==> config.mk <==
export PLATFORM = sky130hd
export DESIGN_NAME = lidar_peak_framer
export DESIGN_NICKNAME = d
export VERILOG_FILES = /design/src/rtl/lidar_peak_framer.sv
export SDC_FILE = /design/constraint.sdc
export NUM_CORES = 1
export LEC_CHECK = 0
export CORE_MARGIN = 2
export CORE_UTILIZATION = 52
export CTS_CLUSTER_SIZE = 40
export DETAILED_ROUTE_END_ITERATION = 12
export GPL_TIMING_DRIVEN = 0
export PLACE_DENSITY = 0.88
export SYNTH_ARGS = -nofsm -noshare
export SYNTH_HDL_FRONTEND = slang
export SYNTH_SLANG_ARGS = --single-unit
==> constraint.sdc <==
create_clock -name clk -period 2.9 [get_ports clk]
set_input_delay 0.58 -clock clk [delete_from_list [all_inputs] [get_ports clk]]
set_output_delay 0.58 -clock clk [all_outputs]
set_load 0.01 [all_outputs]
==> src/rtl/lidar_peak_framer.sv <==
// lidar_peak_framer: finds the brightest pixel of each CCD line and writes a
// short packet {hdr, peak index, peak value, checksum} into a serial FIFO.
// Optional macro PEAK_WIDTH_EN adds an above-threshold pixel count
// (two extra bytes, 8-byte packet).
// out_wrreq is gated combinationally by wr_full so that a byte is written
// only in a cycle where the FIFO is not full; all other outputs are registered.
module lidar_peak_framer #(
   parameter int unsigned FRAME_LEN = 1024,
   parameter logic [7:0]  THRESH    = 8'd20,
   parameter logic [7:0]  HDR0      = 8'hAA,
   parameter logic [7:0]  HDR1      = 8'h55
) (
   input  logic       clk,
   input  logic       rst_n,
   input  logic       frame_start,
   input  logic       pix_valid,
   input  logic [7:0] pix_data,
   input  logic       wr_full,
   output logic       out_frameclk,
   output logic       out_wrreq,
   output logic [7:0] out_data,
   output logic [7:0] drop_cnt
);

   localparam int unsigned CW = 11;
   localparam logic [CW-1:0] LAST_PIX = CW'(FRAME_LEN - 1);
`ifdef PEAK_WIDTH_EN
   localparam int unsigned NBYTES = 8;
`else
   localparam int unsigned NBYTES = 6;
`endif
   localparam logic [2:0] LAST_BYTE = 3'(NBYTES - 1);

   typedef enum logic [1:0] {IDLE, ACQ, MARK, SEND} state_t;

   state_t          state_q, state_d;
   logic [CW-1:0]   pix_cnt_q, pix_cnt_d;
   logic [CW-1:0]   idx_q, idx_d;
   logic [7:0]      peak_q, peak_d;
   logic            hit_q, hit_d;
   logic [2:0]      byte_q, byte_d;
   logic [7:0]      data_q, data_d;
   logic            fclk_q, fclk_d;
   logic [7:0]      drop_q, drop_d;
   logic            drop_inc;
`ifdef PEAK_WIDTH_EN
   logic [CW-1:0]   wid_q, wid_d;
`endif

   logic [CW-1:0]   idx_rep;
   logic [7:0]      csum;
   logic [7:0]      pkt [8];
   logic [2:0]      byte_nx;

   // Packet assembly from the frame accumulators; "no hit" reports index 0x7FF.
   always_comb begin
      idx_rep = hit_q ? idx_q : 11'h7FF;
      pkt[0]  = HDR0;
      pkt[1]  = HDR1;
      pkt[2]  = {5'b0, idx_rep[10:8]};
      pkt[3]  = idx_rep[7:0];
      pkt[4]  = peak_q;
`ifdef PEAK_WIDTH_EN
      pkt[5]  = {5'b0, wid_q[10:8]};
      pkt[6]  = wid_q[7:0];
      csum    = pkt[2] + pkt[3] + pkt[4] + pkt[5] + pkt[6];
      pkt[7]  = csum;
`else
      csum    = pkt[2] + pkt[3] + pkt[4];
      pkt[5]  = csum;
      pkt[6]  = 8'h00;
      pkt[7]  = 8'h00;
`endif
   end

   // Next-state and accumulator/output register updates.
   always_comb begin
      state_d   = state_q;
      pix_cnt_d = pix_cnt_q;
      idx_d     = idx_q;
      peak_d    = peak_q;
      hit_d     = hit_q;
      byte_d    = byte_q;
      data_d    = data_q;
      fclk_d    = 1'b0;
      drop_d    = drop_q;
      drop_inc  = 1'b0;
      byte_nx   = 3'(byte_q + 3'd1);
`ifdef PEAK_WIDTH_EN
      wid_d     = wid_q;
`endif
      case (state_q)
         IDLE: begin
            if (frame_start) begin
               state_d   = ACQ;
               pix_cnt_d = '0;
               idx_d     = '0;
               peak_d    = '0;
               hit_d     = 1'b0;
`ifdef PEAK_WIDTH_EN
               wid_d     = '0;
`endif
            end
         end
         ACQ: begin
            if (frame_start) begin
               // Partial line is discarded; restart on the new line.
               drop_inc  = 1'b1;
               pix_cnt_d = '0;
               idx_d     = '0;
               peak_d    = '0;
               hit_d     = 1'b0;
`ifdef PEAK_WIDTH_EN
               wid_d     = '0;
`endif
            end else if (pix_valid) begin
               pix_cnt_d = CW'(pix_cnt_q + CW'(1));
               if (pix_data >= THRESH && (!hit_q || pix_data > peak_q)) begin
                  peak_d = pix_data;
                  idx_d  = pix_cnt_q;
                  hit_d  = 1'b1;
               end
`ifdef PEAK_WIDTH_EN
               if (pix_data >= THRESH && wid_q != 11'h7FF) begin
                  wid_d = CW'(wid_q + CW'(1));
               end
`endif
               if (pix_cnt_q == LAST_PIX) begin
                  state_d = MARK;
                  fclk_d  = 1'b1;
               end
            end
         end
         MARK: begin
            drop_inc = frame_start;
            state_d  = SEND;
            byte_d   = 3'd0;
            data_d   = pkt[0];
         end
         SEND: begin
            drop_inc = frame_start;
            if (!wr_full) begin
               if (byte_q == LAST_BYTE) begin
                  state_d = IDLE;
                  byte_d  = 3'd0;
                  data_d  = 8'h00;
               end else begin
                  byte_d = byte_nx;
                  data_d = pkt[byte_nx];
               end
            end
         end
         default: state_d = IDLE;
      endcase
      if (drop_inc && drop_q != 8'hFF) begin
         drop_d = 8'(drop_q + 8'd1);
      end
   end

   // State and datapath registers.
   always_ff @(posedge clk or negedge rst_n) begin
      if (!rst_n) begin
         state_q   <= IDLE;
         pix_cnt_q <= '0;
         idx_q     <= '0;
         peak_q    <= '0;
         hit_q     <= 1'b0;
         byte_q    <= 3'd0;
         data_q    <= 8'h00;
         fclk_q    <= 1'b0;
         drop_q    <= 8'h00;
`ifdef PEAK_WIDTH_EN
         wid_q     <= '0;
`endif
      end else begin
         state_q   <= state_d;
         pix_cnt_q <= pix_cnt_d;
         idx_q     <= idx_d;
         peak_q    <= peak_d;
         hit_q     <= hit_d;
         byte_q    <= byte_d;
         data_q    <= data_d;
         fclk_q    <= fclk_d;
         drop_q    <= drop_d;
`ifdef PEAK_WIDTH_EN
         wid_q     <= wid_d;
`endif
      end
   end

   assign out_frameclk = fclk_q;
   assign out_wrreq    = (state_q == SEND) && !wr_full;
   assign out_data     = data_q;
   assign drop_cnt     = drop_q;

endmodule

* After elaboration in Yosys (flattened, before gate mapping) *
Index checks and enable logic that the tools add are counted.

word-level totals
  register bits = 53
  bits of input ports = 13
  output and inout port bits = 18

cells by class
  $add $sub $neg = 5
  magnitude comparators = 3
  equal/unequal tests = 14
  muxes and demuxes = 41
  bitwise gates (word level) = 1
  reductions and logical operators = 14

operators by type and width
  operator                                             number
  2-to-1 mux 11 bit                                    7
  2-to-1 mux 8 bit                                     8
  case mux 11 bit (2 select lines)                     2
  case mux 8 bit (2 select lines)                      2
  binary-select mux 8 bit (select 3 bit)               1
  2-to-1 mux 2 bit                                     6
  inequality test 2 bit, second input constant         6
  adder 11 x 1 -> 11 bit, second input constant        1
  == test 11 x 10 -> 1 bit, second input constant      1
  2-to-1 mux 1 bit                                     9
  adder 3 x 8 -> 8 bit                                 1
  adder 8 x 1 -> 8 bit, second input constant          1
  adder 8 bit                                          1
  >= comparator 8 x 5 -> 1 bit, second input constant  1
  greater-than comparator 8 bit                        1
  inequality test 8 bit, second input constant         1
  case mux 2 bit (4 select lines)                      1
  2-to-1 mux 3 bit                                     2
  inequality test 3 bit, second input constant         2
  case mux 3 bit (2 select lines)                      1
  AND reduction 6 bit                                  1
  == test 2 bit, second input constant                 2
  >= comparator 4 bit, second input constant           1
  NOT 3 -> 4 bit                                       1
  13 further kinds                                     18

* Logic depth before layout (Yosys ltp) *
Gate-level depths: netlist of run 1.

  depth in word-level cells = 9
  depth in mapped cells = 12
  depth with buffers taken out = 11

* Worst setup path before layout of run 1 *
Ideal clock, no wire load.

  path kind = register to register
  start point = register hit_q
  end point = register data_q[5] (netlist: out_data[5])
  library setup time = 0.065 ns
  data arrival time = 2.767 ns
  slack = 0.067 ns
  stages on the path, launching flop included = 13
  period minus slack after synthesis = 2.833 ns
  cell sequence = dfrtp_1 clkbuf_1 nor2b_1 fa_1 inv_1 ha_1 inv_1 fa_1 nor2b_1 o21ai_0 a211o_1 a32oi_1 o22a_1

on the way
  word-level cells in the longest chain between the ends = 9

RTL lines
  item                                                   RTL line  text
  start, declared                                        40        logic hit_q, hit_d;
  start signal, assigned                                 180       hit_q <= hit_d;
  2-to-1 mux 11 bit *                                    57        idx_rep = hit_q ? idx_q : 11'h7FF;
  adder 3 x 8 -> 8 bit                                   69        csum = pkt[2] + pkt[3] + pkt[4];
  adder 8 bit                                            69
  binary-select mux 8 bit (select 3 bit) *               149       data_d = pkt[byte_nx];
  2-to-1 mux 8 bit (not written as such) * (2 in a row)  149
  2-to-1 mux 8 bit *                                     143       if (byte_q == LAST_BYTE) begin
  2-to-1 mux 8 bit *                                     142       if (!wr_full) begin
  case mux 8 bit (2 select lines) *                      92        case (state_q)
  end signal, assigned                                   182       data_q <= data_d;
  end, declared                                          42        logic [7:0] data_q, data_d;

Every way passes the cells marked *; elsewhere a longest branch is shown, timed or not. The select of a mux whose other input is x is not followed.
A chain may end at the register's enable or synchronous reset.

* Worst setup path after layout of run 1 *
Same ends and word-level chain as after synthesis.

==> results of run 1 <==
## power groups by stage
stage | Combinational, W | Clock [W] | Sequential [W]
6_report | 0.000517 | 0.000417 | 0.000870
3_3_place_gp | 0.000459 | 0 | 0.000881
2_1_floorplan | 0.000265 | 0 | 0.000889
5_1_grt | 0.000569 | 0.000460 | 0.000881
4_1_cts | 0.000489 | 0.000424 | 0.000870
3_5_place_dp | 0.000478 | 0 | 0.000883
## layout by cell type, fill, tap and decap left out, types with 2 or more instances in the layout
cell type,n
nand2_1,26
nor3_1,7
clkbuf_8,5
xnor2_1,14
clkdlybuf4s50_1,29
o31ai_1,6
clkbuf_1,4
a211oi_1,2
nor2b_2,4
dfrtp_1,52
buf_4,6
buf_6,2
o211ai_1,2
nand2b_1,6
nand4_1,9
o21ai_0,22
o22a_1,3
a211oi_2,2
o21a_1,3
o22ai_1,4
fa_1,2
mux2i_1,2
and3_1,3
a32oi_1,3
nand3_1,5
nor4_1,3
a21o_1,3
xor2_1,6
nor2b_1,5
inv_1,23
nor2_1,22
buf_2,2
fa_2,2
or2_2,2
a22o_1,19
a21oi_1,13
ha_1,24
## cell families (layout without fill, tap and decap cells)
logic type	count (synthesis)	count (layout)
AOI/OAI and AO/OA	96	96
xor gates and xnor gates	20	20
adders and majority gates	30	30
buffers and inverters	35	76
DFF	53	53
muxes	4	4
and+or+nand+nor	102	102
## sequential cells by signal, summed over array words and instances, names as in the netlist
| register | count |
|---|---|
| drop_cnt | 8 |
| hit_q | 1 |
| out_data | 8 |
| idx_q | 11 |
| pix_cnt_q | 11 |
| peak_q | 8 |
| byte_q | 3 |
| state_q | 2 |
| out_frameclk | 1 |
## final timing paths
kind | startpoint | to | slack [ns] | depth (start not counted)
hold reg to reg | drop_cnt[6]$_DFFE_PN0P_ | drop_cnt[6]$_DFFE_PN0P_ | 0.50 | 1
setup / recovery | hit_q$_DFFE_PN0P_ | out_data[5]$_DFFE_PN0P_ | 0.1 | 12
setup reg to reg | hit_q$_DFFE_PN0P_ | out_data[5]$_DFFE_PN0P_ | 0.1 | 12
hold / removal | rst_n | drop_cnt[1]$_DFFE_PN0P_ | 0.21 | 1
max in group asynchronous | rst_n | hit_q$_DFFE_PN0P_ | 2.13 | 2
min in group clk | drop_cnt[6]$_DFFE_PN0P_ | drop_cnt[6]$_DFFE_PN0P_ | 0.50 | 1
## routing by layer
| layer | vias up | share of wire | global-route usage |
|---|---|---|---|
| met1 | 1293 | 0.45 | 0.3004 |
| met3 | 23 | 0.050 | 0.04425 |
| met2 | 95 | 0.47 | 0.3658 |
| met5 | - | 0 | 0 |
| met4 | 0 | 0.028 | 0.04618 |
| li1 | 1315 | - | - |
## per-stage QoR
step / hold slack, ns / power (W)
floorplan: 0.2844 / 0.001154
CTS: 0.2322 / 0.001783
finish: 0.2146 / 0.001804
global route: 0.2495 / 0.001910
global placement: 0.4675 / 0.001340
detailed placement: 0.4781 / 0.001361
## worst register-to-register path: stages (launching register included)
cell	delay [ns]
dfrtp_2	0.45
buf_4	0.15
nor2b_1	0.15
fa_1	0.36
inv_1	0.07
ha_2	0.20
inv_1	0.07
fa_2	0.37
nor2b_2	0.16
o21ai_0	0.09
a211o_1	0.27
a32oi_1	0.25
o22a_1	0.17
## area by class of cell
class | instances | area (µm²) | area share
Clock inverter | 2 | 16.27 | 0.004128
Sequential cell | 53 | 1328 | 0.3369
Multi-Input combinational cell | 252 | 1933 | 0.4906
Tap cell | 77 | 96.34 | 0.02445
Buffer | 10 | 62.56 | 0.01588
Inverter | 24 | 90.09 | 0.02286
Clock buffer | 5 | 68.82 | 0.01747
Timing Repair Buffer | 35 | 345.3 | 0.08765
## repair_timing
item	in CTS	in global routing
resized for setup	1	15
cloned	0	0
setup endpoints to repair	5	4
setup buffers	4	0
hold buffers	0	0
pin swaps	0	3
==> impl_metrics.json, run 1 <==
{
  "status": "complete, no violations",
  "synth_mux_area_frac": 0.01378,
  "first_pass_iters": 5,
  "maxCapViolations": 0,
  "fin_crit_sh": 0.9659,
  "worst_pin_slew_ns": 0.6940,
  "hp-class": "input pin to asynchronous set/reset pin",
  "ys_seq_elements": 53,
  "cts_tree": "yes",
  "synth.top_cell.area_share": 0.3948,
  "synth_fp_nets": 383,
  "setup_tns_ns": 0,
  "diodes": 0,
  "place_hpwl_um": 5694,
  "critical_path_arrival_ns": 3.06,
  "start_kind": "flop",
  "synth_compound_area_frac": 0.2149,
  "die_h_um": 84.38,
  "path_cells": "buf_4 > nor2b_1 > fa_1 > inv_1 > ha_2 > inv_1 > fa_2 > nor2b_2 > o21ai_0 > a211o_1 > a32oi_1 > o22a_1",
  "numCtsBuffers": 5,
  "yosys-top-cells-area": "dfrtp_1, ha_1, a22o_1",
  "place_inst": 448,
  "power.switching_w": 0.0005770,
  "async_flop_share": 1.000,
  "die_w_um": 84.38,
  "antenna_found_initial": 0,
  "drcViolationCount": 0,
  "slowest_stage": "dfrtp_2",
  "yosys_warnings": 0,
  "syn2layout_area_growth_pct": 17.28,
  "pwr-share-clk": 0.231,
  "drv_slew": 0,
  "syn-cell-area_um2": 3359,
  "endpoint_kind": "flop",
  "drt_wl_total_um": 7603,
  "clock_latency_ns": 0.32,
  "ys_types": 59,
  "vias": 2726,
  "post_drt_wl_per_cell_um": 16.60,
  "yosysSeqAreaShare": 0.3948,
  "dieArea_um2": 7119,
  "p_sw_frac": 0.3198,
  "drive_gt1_frac": 0.1207,
  "max_freq_mhz": 357.0,
  "post_synth_xor_area_fraction": 0.05214,
  "crit_fanout": 6,
  "initial_utilization": 0.5321,
  "relSlewSlack": 0.5373,
  "synthCells": 340,
  "ir_drop_mv": 0.5121,
  "synth.most_common_cell": "dfrtp_1",
  "dr.first_iter.drc_count": 202,
  "critical_path_class": "flop to flop",
  "htree_levels": 2,
  "finalSetupViolCount": 0,
  "utilization": 0.6241,
  "power-per-cell-area_nw_per_um2": 458.0,
  "synthAdderAreaFrac": 0.1207,
  "grt_pass1_vias": 2575,
  "finClkSkew_ns": 0.004651,
  "globalplace.congestion": 0.9270,
  "dp_slack_ns": -0.3375,
  "cpMostUsedCell": "inv_1",
  "postSynthAreaPerCell_um2": 9.881,
  "finalWorstSetupSlack_ns": 0.09892,
  "synth_edf_count": 0,
  "grt_max_degree": 34,
  "finalCriticalPeriod_ns": 2.801,
  "p_int_w": 0.001227,
  "layout.nets": 424,
  "dpl_cell_area_um2": 3771,
  "crit_family": "adder cells",
  "p_comb_frac": 0.287,
  "synth_commonest_cells": "dfrtp_1, ha_1, nand2_1",
  "clk_pin_slew_ns": 0.10,
  "p_leak_nw": 1.719,
  "synth_top_family_by_area": "compound AO/OA/AOI/OAI gates",
  "worstPathBufferInverterCount": 3,
  "final_area_um2": 3940,
  "ctsLongestPathBuffers": 2,
  "synth-simple-area-share": 0.1572,
  "instances_no_fill": 458,
  "cpPeakStageDelay_ns": 0.45,
  "clock_sinks": 53,
  "cp.required_ns": 3.16,
  "rows": 29,
  "pwr-share-seq": 0.482,
  "synthFlopType": "dfrtp_1",
  "cts_root_buf": "clkbuf_8",
  "grt_usage": 0.2195,
  "numPortBuffers": 30,
  "coreArea_um2": 6314,
  "ant_nets": 0,
  "synth_top_cell_by_area": "dfrtp_1",
  "final-hold-violation-count": 0,
  "grt_pass1_wl_um": 12520,
  "drt-vias-per-instance": 5.952,
  "fill_cells": 513,
  "pin_count": 31,
  "overflow": 0
}
Note: power is estimated with default switching activity, not from simulation.
==> inputs of run 2 (changes only) <==
--- a/config.mk
+++ b/config.mk
@@ -6,9 +6,10 @@
 export NUM_CORES = 1
 export LEC_CHECK = 0
 export CORE_MARGIN = 2
-export CORE_UTILIZATION = 52
+export CORE_UTILIZATION = 58
 export CTS_CLUSTER_SIZE = 40
 export DETAILED_ROUTE_END_ITERATION = 12
+export DONT_BUFFER_PORTS = 1
 export GPL_TIMING_DRIVEN = 0
 export PLACE_DENSITY = 0.88
 export SYNTH_ARGS = -nofsm -noshare
==> run 2 against run 1 <==
  * Clock skew increased by 0.0057 ns
  * Fmax down 0.28%
  * Flip-flop and latch count unchanged
  * Largest cell class unchanged
  * Sequential share of layout area increased by 3.3 points
  * Largest power group unchanged
  * Critical endpoint is now out_data[6]$_DFFE_PN0P_
  * Utilization increased by 2.4 points
==> impl_metrics.json, run 2 (synthesis gave the netlist of run 1 again) <==
{
  "max_freq_mhz": 356.0,
  "rows": 27,
  "worst_pin_slew_ns": 0.6888,
  "fin_crit_sh": 0.9686,
  "reg_top3": "idx_q (11), pix_cnt_q (11)",
  "busiest_layer": "met2",
  "worstPathBufferInverterCount": 2,
  "vias": 2632,
  "power.switching_w": 0.0005611,
  "hp-class": "input pin to asynchronous set/reset pin",
  "cp.required_ns": 3.11,
  "dpl_cell_area_um2": 3450,
  "pwr-share-clk": 0.264,
  "grt.met3_usage": 0.04607,
  "drv_slew": 0,
  "first_pass_iters": 5,
  "layout.nets": 392,
  "cts_tree": "yes",
  "place_inst": 412,
  "status": "complete, no violations",
  "crit_fanout": 8,
  "p_sw_frac": 0.3309,
  "overflow": 0,
  "ff2ff_setup_slack_ns": 0.09,
  "power-per-cell-area_nw_per_um2": 472.2,
  "p_comb_frac": 0.208,
  "rr_worst_depth": 10,
  "final-hold-violation-count": 0,
  "globalplace.congestion": 0.9446,
  "endpoint_kind": "flop",
  "layout_common_cells": "dfrtp_1, nand2_1, ha_1",
  "place_hpwl_um": 5321,
  "diodes": 0,
  "dr.first_iter.drc_count": 143,
  "grt_pass1_wl_um": 12170,
  "htree_levels": 2,
  "p_leak_nw": 1.602,
  "numPortBuffers": 0,
  "crit_family": "adder cells",
  "syn2layout_area_growth_pct": 6.890,
  "post_drt_wl_per_cell_um": 17.23,
  "grt_max_degree": 54,
  "finalCriticalPeriod_ns": 2.809,
  "drt_wl_total_um": 7271,
  "grtUsageMet1": 0.3161,
  "relSlewSlack": 0.5408,
  "final_common_cell": "dfrtp_1",
  "critical_path_class": "flop to flop",
  "cts_root_buf": "clkbuf_8",
  "critical_path_arrival_ns": 3.02,
  "grt_pass1_vias": 2571,
  "setup.worst_path.start": "hit_q$_DFFE_PN0P_",
  "drive_gt1_frac": 0.09714,
  "finClkSkew_ns": 0.01038,
  "drcViolationCount": 0,
  "clock_sinks": 53,
  "ctsLongestPathBuffers": 2,
  "start_kind": "flop",
  "clk_pin_slew_ns": 0.11,
  "fill_cells": 454,
  "ant_nets": 0,
  "r2r-end": "out_data[6]$_DFFE_PN0P_",
  "path_cells": "buf_4 > nor2b_1 > fa_1 > inv_1 > ha_1 > a211oi_1 > nor2_1 > or4_1 > a31oi_1 > o31ai_1",
  "maxCapViolations": 0,
  "drt-vias-per-instance": 6.237,
  "ir_drop_mv": 0.6015,
  "numCtsBuffers": 5,
  "r2r-start": "hit_q$_DFFE_PN0P_",
  "coreArea_um2": 5540,
  "instances_no_fill": 422,
  "pin_count": 31,
  "dieArea_um2": 6417,
  "critPathCapture": "out_data[6]$_DFFE_PN0P_",
  "cp_num_cells": 10,
  "clock_latency_ns": 0.32,
  "p_int_w": 0.001134,
  "rsz0062_at_grt": "yes",
  "slowest_stage": "fa_1",
  "utilization": 0.6481,
  "finalSetupViolCount": 0,
  "pwr-share-seq": 0.528,
  "grt_usage": 0.2452,
  "die_w_um": 80.11,
  "antenna_found_initial": 0,
  "die_h_um": 80.11,
  "cpPeakStageDelay_ns": 0.54,
  "use_met2": 0.4042,
  "final_area_um2": 3591,
  "initial_utilization": 0.6064
}
==> run 2: cell count changes in the layout (fill, tap and decap cells not counted), moves of 2 or more <==
cell,before,now
fa_1,2,4
clkdlybuf4s50_1,29,0
ha_1,24,26
fa_2,2,0
buf_4,6,4
==> run 2: stage by stage <==
stage | setup TNS, ns | power [W] | setup slack [ns] | hold WS, ns
3_3_place_gp | -0.5963 | 0.001219 | -0.2427 | 0.2857
5_1_grt | -0.09634 | 0.001786 | -0.04781 | 0.09832
4_1_cts | 0 | 0.001687 | 0.06952 | 0.1086
2_1_floorplan | 0 | 0.001154 | 0.06732 | 0.2844
3_5_place_dp | -0.7777 | 0.001234 | -0.2759 | 0.2857
6_report | 0 | 0.001696 | 0.09099 | 0.09237
==> run 2: area by class of cell <==
class / instances / area [µm²] / area share
clock buffer: 5 / 68.82 / 0.01916
timing repair buffer: 3 / 42.54 / 0.01185
clock inverter: 3 / 25.02 / 0.006969
sequential: 53 / 1328 / 0.3697
multi-input combinational: 252 / 1884 / 0.5247
inverter: 24 / 90.09 / 0.02509
buffer: 10 / 62.56 / 0.01742
tap: 72 / 90.09 / 0.02509
==> run 2: worst min path at each step <==
stage | start | end | depth (start not counted)
floorplan | rst_n | byte_q[0]$_DFFE_PN0P_ | 0
global placement | rst_n | drop_cnt[1]$_DFFE_PN0P_ | 0
detailed placement | rst_n | drop_cnt[0]$_DFFE_PN0P_ | 0
CTS | rst_n | drop_cnt[5]$_DFFE_PN0P_ | 1
global route | rst_n | drop_cnt[7]$_DFFE_PN0P_ | 1
finish | rst_n | drop_cnt[5]$_DFFE_PN0P_ | 1
==> run 2: what timing repair did <==
item,CTS,global route
endpoints found under the setup margin,5,3
pin swaps,0,0
setup buffers,1,1
hold endpoints to repair,53,0
gates resized for setup,1,4
hold buffers,1,0
==> run 2: worst reg2reg max path, delay by kind of cell (launching register included) <==
| family | cells | cell delay (ns) |
|---|---|---|
| flops | 1 | 0.46 |
| compound gates | 3 | 0.50 |
| fa+ha+maj | 2 | 0.84 |
| buf+inv | 2 | 0.22 |
| simple gates | 3 | 0.68 |
==> run 2: per-layer routing <==
metal / wire length, µm / vias to the layer above / share of wire
met5: 0 / - / 0
met4: 244 / 0 / 0.034
met3: 347 / 26 / 0.048
met2: 3534 / 92 / 0.49
met1: 3144 / 1256 / 0.43
li1: - / 1258 / -
==> run 2: power groups by stage <==
stage               Combinational, W  Sequential (W)  Clock, W
floorplan                   0.000265        0.000889         0
global placement            0.000310        0.000909         0
detailed placement          0.000324        0.000910         0
CTS                         0.000345        0.000897  0.000445
global route                0.000397        0.000907  0.000482
finish                      0.000353        0.000896  0.000447
==> inputs of run 3 (changes only) <==
==> constraint.sdc (replaced) <==
create_clock -name clk -period 2.33 [get_ports clk]
set_input_delay 0.466 -clock clk [delete_from_list [all_inputs] [get_ports clk]]
set_output_delay 0.466 -clock clk [all_outputs]
set_load 0.01 [all_outputs]
==> run 3 against run 2 <==
  * The flow now finishes with violations (hold timing, setup timing)
  * Flip-flop and latch count is the same
  * Via count grew 4.4%
  * Routed wire length grew 7.1%
  * Final area grew 3.9%
  * Register-to-register slack lost 0.49 ns
  * Power grew 30%
  * Clock skew shrank 0.0021 ns
  * Critical path type unchanged
==> impl_metrics.json, run 3 (synthesis gave the netlist of run 1 again) <==
{
  "status": "complete, but fails checks",
  "violations": "hold timing, setup timing",
  "cp.required_ns": 2.59,
  "rsz0062_at_grt": "yes",
  "grt_max_degree": 54,
  "cts_tree": "yes",
  "globalplace.congestion": 0.9264,
  "antenna_found_initial": 0,
  "layout.nets": 396,
  "wirelength_met1_um": 3169,
  "grt_usage": 0.2530,
  "setup_tns_ns": -1.377,
  "drt_wl_total_um": 7786,
  "dieArea_um2": 6417,
  "rr_worst_depth": 12,
  "numCtsBuffers": 5,
  "setup.worst_path.start": "hit_q$_DFFE_PN0P_",
  "post_drt_wl_per_cell_um": 18.28,
  "first_pass_iters": 5,
  "place_hpwl_um": 5548,
  "finClkSkew_ns": 0.008322,
  "drv_slew": 0,
  "top_layer_used": "met4",
  "drive_gt1_frac": 0.1582,
  "utilization": 0.6734,
  "diodes": 0,
  "max_freq_mhz": 366.8,
  "ant_nets": 0,
  "vias": 2747,
  "ff2ff_setup_slack_ns": -0.40,
  "final-hold-violation-count": 6,
  "timing.hold.ws_ns": -0.01347,
  "r2r-end": "out_data[5]$_DFFE_PN0P_",
  "coreArea_um2": 5540,
  "die_w_um": 80.11,
  "pin_count": 31,
  "finalSetupViolCount": 6,
  "met2_length_um": 3978,
  "start_kind": "flop",
  "hp-class": "input pin to asynchronous set/reset pin",
  "syn2layout_area_growth_pct": 11.06,
  "multi_input_area_um2": 1981,
  "maxCapViolations": 0,
  "fin_crit_sh": 1.170,
  "overflow": 0,
  "power_w": 0.002207,
  "drt-vias-per-instance": 6.448,
  "htree_levels": 2,
  "area.sequential_um2": 1328,
  "initial_utilization": 0.6064,
  "dr.first_iter.drc_count": 283,
  "grt_pass1_wl_um": 12650,
  "ir_drop_mv": 0.6317,
  "power-per-cell-area_nw_per_um2": 591.5,
  "clock_sinks": 53,
  "cts_root_buf": "clkbuf_8",
  "critical_path_arrival_ns": 2.99,
  "drcViolationCount": 0,
  "reg_top3": "idx_q (11), pix_cnt_q (11)",
  "crit_fanout": 9,
  "ctsLongestPathBuffers": 2,
  "p_leak_nw": 1.647,
  "clock_latency_ns": 0.31,
  "route.met3.wl_um": 439,
  "final_common_cell": "dfrtp_1",
  "layout_common_cells": "dfrtp_1, nand2_1, ha_1",
  "grt_pass1_vias": 2685,
  "critical_path_class": "flop to flop",
  "finalCriticalPeriod_ns": 2.726,
  "numPortBuffers": 0,
  "relSlewSlack": 0.6209,
  "clk_pin_slew_ns": 0.10,
  "finalWorstSetupSlack_ns": -0.3962,
  "endpoint_kind": "flop",
  "r2r-start": "hit_q$_DFFE_PN0P_",
  "rows": 27,
  "worst_pin_slew_ns": 0.5543,
  "fill_cells": 440,
  "die_h_um": 80.11
}
-- run 3: changes by cell type in the layout (fill, tap and decap cells not counted), sizes merged --
cell and change:
clkinvlp -1, clkbuf +1, buf +4
-- run 3: worst max-delay path, stage by stage (launching register included) --
cell and delay [ns]:
dfrtp_2 0.44, buf_8 0.14, nor2b_4 0.13, fa_1 0.52
inv_2 0.05, ha_4 0.15, inv_2 0.04, fa_2 0.24
nor2b_4 0.05, o31a_1 0.26, a211o_1 0.30, a32oi_2 0.21
o22a_1 0.14
-- run 3: report_power, final --
| group | switching [W] | leakage [nW] | internal, W |
|---|---|---|---|
| clock network | 0.000325 | 0.0518 | 0.000247 |
| logic | 0.000270 | 0.901 | 0.000247 |
| registers | 0.000129 | 0.694 | 0.000989 |
| total | 0.000723 | 1.65 | 0.00148 |
-- run 3: area by class of cell --
class                      instances  area share
timing repair buffer               6     0.01744
tap                               72     0.02414
multi-input combinational        252      0.5309
inverter                          24     0.02414
clock inverter                     2    0.004695
clock buffer                       6     0.02213
buffer                            11     0.02079
sequential                        53      0.3558
-- run 3: timing repair --
action                                  in CTS  in global routing
hold endpoints to repair                    53                  0
gates resized for setup                      9                 12
endpoints found under the setup margin       6                 16
buffers inserted                             3                  2
pin swaps                                    6                 10
hold buffers                                 1                  0
-- run 3: per-stage QoR --
stage	worst slack, ns	cell area, µm²	std cells	hold slack (ns)
finish	-0.3962	3731	426	-0.01347
global route	-0.4934	3731	426	0.01132
CTS	-0.3963	3674	424	0.008986
detailed placement	-0.6298	3500	412	0.1725
global placement	-0.5234	3500	412	0.1726
floorplan	-0.2991	3410	340	0.1704
-- run 3: how the worst max path moves through the flow --
stage                     cells after the start                      end
after floorplan                              12  out_data[5]$_DFFE_PN0P_
after global placement                       12  out_data[5]$_DFFE_PN0P_
after detailed placement                     12  out_data[5]$_DFFE_PN0P_
after CTS                                    10  out_data[6]$_DFFE_PN0P_
after global routing                         12  out_data[5]$_DFFE_PN0P_
final                                        12  out_data[5]$_DFFE_PN0P_
-- run 3: per-layer routing --
layer	up-vias	track usage
li1	1264	-
met1	1348	0.3202
met2	112	0.4458
met3	23	0.04270
met4	0	0.07119
met5	-	0
